## src/rtl/md_pkg.sv

```systemverilog
// Shared definitions for the E-stage multiply/divide unit.
// Latency: none, since this file holds only constants and types.
// Backpressure: none; stalling is handled by the top-level busy/start flags.
package md_pkg;

  localparam int MD_OP_W = 4;

  localparam logic [MD_OP_W-1:0] MD_NONE  = 4'd0;
  localparam logic [MD_OP_W-1:0] MD_MULT  = 4'd1;
  localparam logic [MD_OP_W-1:0] MD_MULTU = 4'd2;
  localparam logic [MD_OP_W-1:0] MD_DIV   = 4'd3;
  localparam logic [MD_OP_W-1:0] MD_DIVU  = 4'd4;
  localparam logic [MD_OP_W-1:0] MD_MFHI  = 4'd5;
  localparam logic [MD_OP_W-1:0] MD_MFLO  = 4'd6;
  localparam logic [MD_OP_W-1:0] MD_MTHI  = 4'd7;
  localparam logic [MD_OP_W-1:0] MD_MTLO  = 4'd8;

  typedef enum logic {
    MD_IDLE = 1'b0,
    MD_RUN  = 1'b1
  } md_state_e;

  // True for the ops that occupy the unit for several cycles.
  function automatic logic md_is_run_op(input logic [MD_OP_W-1:0] op);
    return (op == MD_MULT) || (op == MD_MULTU) || (op == MD_DIV) || (op == MD_DIVU);
  endfunction

  // True for the two divide ops.
  function automatic logic md_is_div_op(input logic [MD_OP_W-1:0] op);
    return (op == MD_DIV) || (op == MD_DIVU);
  endfunction

endpackage

```

## src/rtl/md_arith.sv

```systemverilog
// Combinational multiply/divide datapath producing {hi,lo} and a divide-by-zero flag.
// Latency: zero cycles; the result is captured by the parent on the start edge.
// Backpressure: none; the parent decides when the result is used.
module md_arith
  import md_pkg::*;
#(
  parameter int WIDTH = 32
) (
  input  logic [MD_OP_W-1:0] op,
  input  logic [WIDTH-1:0]   a,
  input  logic [WIDTH-1:0]   b,
  output logic [WIDTH-1:0]   hi,
  output logic [WIDTH-1:0]   lo,
  output logic               div_zero
);

  logic             signed_op;
  logic             a_neg;
  logic             b_neg;
  logic [WIDTH-1:0] a_mag;
  logic [WIDTH-1:0] b_mag;
  logic [WIDTH-1:0] b_div;
  logic [2*WIDTH-1:0] prod;
  logic [WIDTH-1:0] quot;
  logic [WIDTH-1:0] rem;

  // Sign-magnitude arithmetic: unsigned core, signs restored afterwards.
  // MIN_INT magnitude is 2^(WIDTH-1) as unsigned, so MIN_INT/-1 yields MIN_INT, rem 0.
  always_comb begin
    signed_op = (op == MD_MULT) || (op == MD_DIV);
    a_neg     = signed_op & a[WIDTH-1];
    b_neg     = signed_op & b[WIDTH-1];
    a_mag     = a_neg ? (~a + 1'b1) : a;
    b_mag     = b_neg ? (~b + 1'b1) : b;
    // Guard the divider so a zero divisor never reaches it; result is discarded anyway.
    b_div     = (b_mag == '0) ? {{(WIDTH-1){1'b0}}, 1'b1} : b_mag;
    prod      = {{WIDTH{1'b0}}, a_mag} * {{WIDTH{1'b0}}, b_mag};
    quot      = a_mag / b_div;
    rem       = a_mag % b_div;
    if (a_neg ^ b_neg) begin
      prod = ~prod + 1'b1;
      quot = ~quot + 1'b1;
    end
    if (a_neg) begin
      rem = ~rem + 1'b1;
    end

    hi       = '0;
    lo       = '0;
    div_zero = 1'b0;
    if (op == MD_MULT || op == MD_MULTU) begin
      {hi, lo} = prod;
    end else if (md_is_div_op(op)) begin
      hi       = rem;
      lo       = quot;
      div_zero = (b == '0);
    end
  end

endmodule

```

## src/rtl/e_muldiv_unit.sv

```systemverilog
// E-stage multiply/divide unit with architectural HI/LO and MFHI/MFLO/MTHI/MTLO.
// Latency: MULT_CYCLES or DIV_CYCLES from the start edge to HI/LO update; MT* one edge.
// Backpressure: E_MD_busy/E_MD_start tell the stall unit to hold E; ops during busy are ignored.
module e_muldiv_unit
  import md_pkg::*;
#(
  parameter int WIDTH       = 32,
  parameter int MULT_CYCLES = 5,
  parameter int DIV_CYCLES  = 10,
  parameter int CNT_W       = 4
) (
  input  logic               clk,
  input  logic               reset,
  input  logic               E_MD_en,
  input  logic [MD_OP_W-1:0] E_MD_op,
  input  logic [WIDTH-1:0]   E_A,
  input  logic [WIDTH-1:0]   E_B,
  output logic               E_MD_busy,
  output logic               E_MD_start,
  output logic [WIDTH-1:0]   E_HI,
  output logic [WIDTH-1:0]   E_LO,
  output logic [WIDTH-1:0]   E_MD_out
);

  md_state_e        state;
  logic [CNT_W-1:0] cnt;
  logic [WIDTH-1:0] pend_hi;
  logic [WIDTH-1:0] pend_lo;
  logic             pend_ok;

  logic [WIDTH-1:0] ar_hi;
  logic [WIDTH-1:0] ar_lo;
  logic             ar_div_zero;

  md_arith #(.WIDTH(WIDTH)) u_arith (
    .op       (E_MD_op),
    .a        (E_A),
    .b        (E_B),
    .hi       (ar_hi),
    .lo       (ar_lo),
    .div_zero (ar_div_zero)
  );

  // A new mult/div is accepted only when the unit is idle.
  always_comb begin
    E_MD_start = E_MD_en & md_is_run_op(E_MD_op) & ~E_MD_busy;
  end

  // Latency counter, result capture on start, HI/LO commit on the final busy edge, MT* writes.
  always_ff @(posedge clk) begin
    if (reset) begin
      state     <= MD_IDLE;
      cnt       <= '0;
      E_MD_busy <= 1'b0;
      pend_hi   <= '0;
      pend_lo   <= '0;
      pend_ok   <= 1'b0;
      E_HI      <= '0;
      E_LO      <= '0;
    end else begin
      case (state)
        MD_IDLE: begin
          if (E_MD_start) begin
            state     <= MD_RUN;
            E_MD_busy <= 1'b1;
            cnt       <= md_is_div_op(E_MD_op) ? CNT_W'(DIV_CYCLES) : CNT_W'(MULT_CYCLES);
            pend_hi   <= ar_hi;
            pend_lo   <= ar_lo;
            // A zero divisor still occupies the unit but must not touch HI/LO.
            pend_ok   <= ~ar_div_zero;
          end else if (E_MD_en && E_MD_op == MD_MTHI) begin
            E_HI <= E_A;
          end else if (E_MD_en && E_MD_op == MD_MTLO) begin
            E_LO <= E_A;
          end
        end
        MD_RUN: begin
          if (cnt == CNT_W'(1)) begin
            state     <= MD_IDLE;
            cnt       <= '0;
            E_MD_busy <= 1'b0;
            if (pend_ok) begin
              E_HI <= pend_hi;
              E_LO <= pend_lo;
            end
          end else begin
            cnt <= cnt - 1'b1;
          end
        end
        default: begin
          state     <= MD_IDLE;
          cnt       <= '0;
          E_MD_busy <= 1'b0;
        end
      endcase
    end
  end

  // Move-from read mux; while busy it returns the old HI/LO.
  always_comb begin
    E_MD_out = '0;
    if (E_MD_op == MD_MFHI) begin
      E_MD_out = E_HI;
    end else if (E_MD_op == MD_MFLO) begin
      E_MD_out = E_LO;
    end
  end

endmodule

```

## config.mk

```make
export PLATFORM = sky130hd
export DESIGN_NAME = e_muldiv_unit
export DESIGN_NICKNAME = d
export VERILOG_FILES = /design/src/rtl/md_pkg.sv /design/src/rtl/md_arith.sv /design/src/rtl/e_muldiv_unit.sv
export SDC_FILE = /design/constraint.sdc
export NUM_CORES = 2
export LEC_CHECK = 0
export CORE_MARGIN = 8
export CORE_UTILIZATION = 60
export CTS_BUF_LIST = sky130_fd_sc_hd__clkbuf_16
export CTS_CLUSTER_SIZE = 8
export DETAILED_ROUTE_END_ITERATION = 7
export PLACE_DENSITY = 0.77
export SLEW_MARGIN = 20
export SYNTH_ARGS = -nofsm -noshare
export SYNTH_HDL_FRONTEND = slang
export SYNTH_SLANG_ARGS = --single-unit
```

## constraint.sdc

```tcl
create_clock -name clk -period 131.4 [get_ports clk]
set_clock_uncertainty 0.05 [all_clocks]
set_input_delay 39.42 -clock clk [delete_from_list [all_inputs] [get_ports clk]]
set_output_delay 39.42 -clock clk [all_outputs]
set_load 0.05 [all_outputs]
```

# Word-level counts from Yosys, hierarchy flattened
# Index checks and enable logic that the tools add are counted.
# totals
ff_bits,135
input_bits,71
output_inout_bits,98
word_cells,94
# classes
addsub,6
multipliers,1
div_mod_pow,2
n_eq_ne,16
mux,35
bitwise,13
reduce_logical,13
# ops
op,n
32-bit two-way mux,20
"32-bit by 1-bit adder with 32-bit output, second input constant",4
32-bit inverter,4
32-bit case mux with 2 select lines,2
"64-bit by 1-bit adder with 64-bit output, second input constant",1
32-bit logical NOT,2
32-bit by 32-bit multiplier with 64-bit output,1
64-bit two-way mux,1
64-bit inverter,1
32-bit by 32-bit divider with 32-bit output,1
32-bit by 32-bit modulo with 32-bit output,1
"4-bit by 3-bit == test with 1-bit output, second input constant",4
4-bit two-way mux,3
"2-bit != test, second input constant",5
"4-bit by 1-bit == test with 1-bit output, second input constant",2
"4-bit by 2-bit == test with 1-bit output, second input constant",2
4-bit case mux with 2 select lines,1
1-bit two-way mux,6
1-bit logical OR,5
5-bit AND reduction,1
1-bit AND,4
"4-bit == test, second input constant",1
"2-bit by 1-bit != test with 1-bit output, second input constant",2
1-bit case mux with 2 select lines,2
other kinds (6),10

# Logic depth before layout (Yosys ltp)
# depth
word_depth,12
ltp_mapped,421
mapped_depth_nobuf,379

# By module
# A second synthesis with hierarchy kept.
# unflattened
hier_cells,10617
hier_area_um2,77989.8
# modules_own_cells
mod,instances,cells_per_inst,area_per_inst_um2,seq_area_each_um2
md_arith,1,9955,72130.4,0.0
e_muldiv_unit,1,662,5859.4,2702.6

# Least setup slack after synthesis
# No wires, ideal clock.
# synth_path
path_kind,input port to flip-flop
start,input port E_B[0]
end,register pend_hi[30]
setup_time_ps,91
arrival_ps,121521
required_ps,131259
setup_slack_ps,9738
stages,379
n_path_buf,65
path_cell_list,clkbuf_1 > inv_1 > clkbuf_1 > buf_1 > clkbuf_1 > clkbuf_1 > ha_1 > or3b_1 > nor4_4 > o211ai_1 > inv_1 > nand4_1 > nor3_4 > nand3_1 > buf_2 > buf_2 > nor2_2 > or2_2 > [... 343 more ...] > clkbuf_1 > a21oi_1 > ha_1 > nand4_1 > or4_1 > or3_1 > a311oi_1 > or3_1 > clkbuf_1 > nor2_1 > a21oi_1 > nand3_1 > or3_4 > nor4_2 > nand4_1 > nor3_1 > a221oi_1 > a311oi_1
# synth_between
elab_chain_cells,11
elab_cells_between_ends,15
cone_classes,add/sub: 3; mul: 1; div: 1; mux: 6; bitwise: 3; reduce/logical: 1
# synth_lines
item,line_no,source
from (decl),e_muldiv_unit.sv:17,"input logic [WIDTH-1:0] E_B,"
32-bit inverter,md_arith.sv:34,b_mag = b_neg ? (~b + 1'b1) : b;
32-bit by 1-bit adder with 32-bit output,md_arith.sv:34,
32-bit two-way mux (*),md_arith.sv:34,
32-bit logical NOT,md_arith.sv:36,"b_div = (b_mag == '0) ? {{(WIDTH-1){1'b0}}, 1'b1} : b_mag;"
32-bit two-way mux,md_arith.sv:36,
32-bit by 32-bit modulo with 32-bit output,md_arith.sv:39,rem = a_mag % b_div;
32-bit inverter,md_arith.sv:45,rem = ~rem + 1'b1;
32-bit by 1-bit adder with 32-bit output,md_arith.sv:45,
32-bit two-way mux,md_arith.sv:44,if (a_neg) begin
32-bit two-way mux,md_arith.sv:53,end else if (md_is_div_op(op)) begin
32-bit two-way mux (*),md_arith.sv:51,if (op == MD_MULT || op == MD_MULTU) begin
to (signal assigned),e_muldiv_unit.sv:67,pend_hi <= ar_hi;
to (decl),e_muldiv_unit.sv:27,logic [WIDTH-1:0] pend_hi;
# Every way passes the cells marked *; elsewhere a longest branch is shown, timed or not.
# A chain may end at the register's enable or synchronous reset.

# Worst setup path in the final report
# layout_path
start,input port E_MD_op[0]
end,register pend_lo[27]
# layout_between
elab_chain_cells,12
elab_cells_between_ends,29
cone_classes,add/sub: 2; mul: 1; div: 1; eq/ne: 4; mux: 7; bitwise: 7; reduce/logical: 7
# layout_lines
item,line_no,source
from (decl),e_muldiv_unit.sv:15,"input logic [MD_OP_W-1:0] E_MD_op,"
4-bit by 1-bit == test with 1-bit output / 4-bit by 2-bit == test with 1-bit output (equally long branches),n/a,
1-bit logical OR,md_arith.sv:30,signed_op = (op == MD_MULT) || (op == MD_DIV);
1-bit AND,md_arith.sv:32,b_neg = signed_op & b[WIDTH-1];
32-bit two-way mux,md_arith.sv:34,
32-bit logical NOT,md_arith.sv:36,
32-bit two-way mux,md_arith.sv:36,
32-bit by 32-bit divider with 32-bit output,md_arith.sv:38,quot = a_mag / b_div;
32-bit inverter,md_arith.sv:42,quot = ~quot + 1'b1;
32-bit by 1-bit adder with 32-bit output,md_arith.sv:42,
32-bit two-way mux,md_arith.sv:40,if (a_neg ^ b_neg) begin
32-bit two-way mux,md_arith.sv:53,
32-bit two-way mux,md_arith.sv:51,
to (signal assigned),e_muldiv_unit.sv:68,pend_lo <= ar_lo;
to (decl),e_muldiv_unit.sv:28,logic [WIDTH-1:0] pend_lo;
# Several ways; a longest one is shown, not always the timed one.

==> results.py <==
metrics = {
    "job": {
        "cap_violations": 0,
    },
    "timing": {
        "finalCritPeriodShare": 0.9846,
        "slew_headroom": 0.1069,
        "period_needed_ns": 129.38,
        "slew_viol_final": 0,
        "final_hold_viol_count": 0,
        "max_slew.worst_pin.slew_ns": 1.306,
        "fmax_mhz": 7.729,
        "setup_ws_ns": 2.022,
        "report.final.setup_viol": 0,
    },
    "critical_path": {
        "crit_top_cell": "ha_1",
        "critPathKind": "in -> reg",
        "path_buf_inv": 37,
        "r2r-start": "state",
        "critPathSlowestCell": "o21ai_0",
        "crit_required_ns": 131.64,
        "endpoint_kind": "flip-flop",
        "r2r_slack_ns": 128.50,
        "r2r_end": "E_LO[23]",
        "crit_fanout": 35,
        "crit_family": "compound AO/OA/AOI/OAI gates",
        "rr_worst_depth": 7,
        "critPathMaxStageDelay_ns": 0.94,
        "crit_path_start_kind": "input pin",
        "arrival_ns": 129.62,
        "cp-startpoint": "E_MD_op[0]",
    },
    "synthesis": {
        "postSynthCellCount": 10600,
        "synth_fp_nets": 12340,
        "ys_seq_area_frac": 0.03477,
        "synth_seq_cells": 135,
        "ys.flop_type": "dfxtp_1",
        "synth_edf_count": 0,
        "synth_cell_type_count": 120,
        "syn_area_per_cell_um2": 7.334,
        "synthesis.area_um2": 77740,
        "synth_top_cell_by_area": "fa_1",
        "async_flop_share": 0,
        "synth_top_area_frac": 0.2310,
        "yosys-top-cells-area": "fa_1 (23%), ha_1 (12%), nand2_1 (7.1%), inv_1 (5.7%), nor2_1 (5.1%)",
        "synth_warnings": 0,
    },
    "clock_tree": {
        "clock_path_buffers": 2,
        "clock-sinks": 135,
        "clk_latency_ns": 0.43,
        "clk_pin_slew_ns": 0.06,
        "cts_tree": "built",
        "tritoncts.num_buffers": 17,
        "root_buffer": "clkbuf_16",
        "htree_num_levels": 4,
    },
    "layout": {
        "nNetsFinal": 12480,
        "fillCellCount": 11040,
        "multi_input_area_um2": 69670,
        "drive_above_1_share": 0.08146,
        "layout_common_cells": "nand2_1 (1473), inv_1 (1168), nor2_1 (1052)",
        "seq_area_um2": 2706,
        "layout_commonest_cell": "nand2_1",
        "syn2layout_area_growth_pct": 9.424,
        "final-instance-count-excl-fill": 12550,
    },
    "die": {
        "die_h_um": 375.9,
        "fp.coreArea_um2": 129000,
        "start_util": 0.6027,
        "rows": 132,
        "io-pin-count": 169,
        "die-area_um2": 141300,
        "fp.dieW_um": 375.9,
    },
    "outcome": {
        "violations": "DRC",
        "status": "complete, but fails checks",
    },
    "placement": {
        "globalplace.congestion": 1.210,
        "place_ws_ns": 0.2743,
        "dp.cells": 12460,
        "hpwl_mm": 307.8,
        "portBuffers": 168,
    },
    "global_route": {
        "grt_first_pass_wirelength_mm": 580.1,
        "grt_max_degree": 112,
        "antenna_found_initial": 49,
        "track_usage": 0.5498,
        "grt_pass1_vias": 87790,
        "globalRouteOverflowTotal": 0,
    },
    "min_path": {
        "hold_path_end": "pend_hi[13]",
        "min_path_cells": 2,
        "hold_class": "reg -> reg",
        "hold_path.startpoint": "pend_hi[13]",
    },
    "detailed_routing": {
        "drc": 95,
        "avgViaCountPerCell": 7.249,
        "drtIter0Drc": 14410,
        "dr.pass1.iters": 8,
        "ant_nets": 0,
        "wl_per_cell_um": 32.19,
        "drt-total-wl_mm": 403.9,
        "num_vias": 90940,
    },
}
flip-flops by register name, indices dropped and copies added, names as in the netlist:
name,cells
pend_ok,1
E_LO,32
E_HI,32
cnt,4
pend_lo,32
state,1
E_MD_busy,1
pend_hi,32
worst max path at each step:
| stage | endpoint | slack (ns) | cells past startpoint |
|---|---|---|---|
| 6_report | pend_lo[27] | 2.02 | 356 |
| 5_1_grt | pend_hi[24] | -0.27 | 369 |
| 4_1_cts | pend_lo[27] | 0.27 | 348 |
| 3_5_place_dp | pend_lo[27] | 0.27 | 347 |
| 3_3_place_gp | pend_lo[27] | 1.26 | 353 |
| 2_1_floorplan | pend_hi[30] | 9.74 | 379 |
Yosys cell counts, types with 151 or more instances:
master       n
a21o_1     245
a21oi_1    658
a31oi_1    151
clkbuf_1   373
fa_1       897
ha_1       774
inv_1     1175
nand2_1   1474
nand3_1    222
nor2_1    1061
nor3_1     278
o21ai_0    429
xnor2_1    379
xor2_1     223
timing repair:
item,4_1_cts,5_1_grt
setup endpoints to repair,0,64
buffers inserted,0,7
gates resized for setup,0,86
hold buffers,0,0
routing by layer:
layer  part of all wire  up-vias  GRT usage
met5            0.00071        -  0.0006859
met4               0.13       28     0.5180
met3               0.16     3095     0.2522
met2               0.39     8757     0.7799
met1               0.31    42280     0.6046
li1                   -    36780          -
through the flow:
step	instance area [µm²]	utilization	hold slack, ns	setup TNS, ns
5_1_grt	84970	0.6587	0.4487	-2.644
6_report	85060	0.6595	0.4218	0
4_1_cts	84480	0.6549	0.4176	0
3_3_place_gp	83910	0.6505	0.3961	0
2_1_floorplan	77740	-	0.3823	0
3_5_place_dp	83910	0.6506	0.4157	0
logic make-up (layout without fill, tap and decap cells):
kind of cell    Yosys count  after routing  synth area share
simple gates           3848           3848            0.2268
compound gates         2552           2552            0.2201
mux                      82             82           0.01125
flops                   135            135           0.03477
buf+inv                1709           1864           0.08373
other cells               0             50                 0
fa+ha+maj              1671           1671            0.3556
xor+xnor                602            602           0.06783
cell type report:
| type | instances | share of cell area |
|---|---|---|
| antenna | 50 | 0.001471 |
| clock inverter | 15 | 0.001603 |
| timing repair buffer | 645 | 0.06298 |
| sequential | 135 | 0.03182 |
| multi-input combinational | 8755 | 0.8191 |
| inverter | 1187 | 0.05244 |
| clock buffer | 17 | 0.005001 |
| tap | 1742 | 0.02562 |
worst reg2reg max path, cell delays in order (launching register included):
cell and delay [ns]:
dfxtp_4 0.33, buf_4 0.82, nor2b_1 0.17, and3_1 0.26
nor3_2 0.10, buf_4 0.57, nor2_1 0.16, a211oi_1 0.32
Power is not shown: default switching activity piles up to over one toggle a cycle in this logic, so the estimate is an artifact.
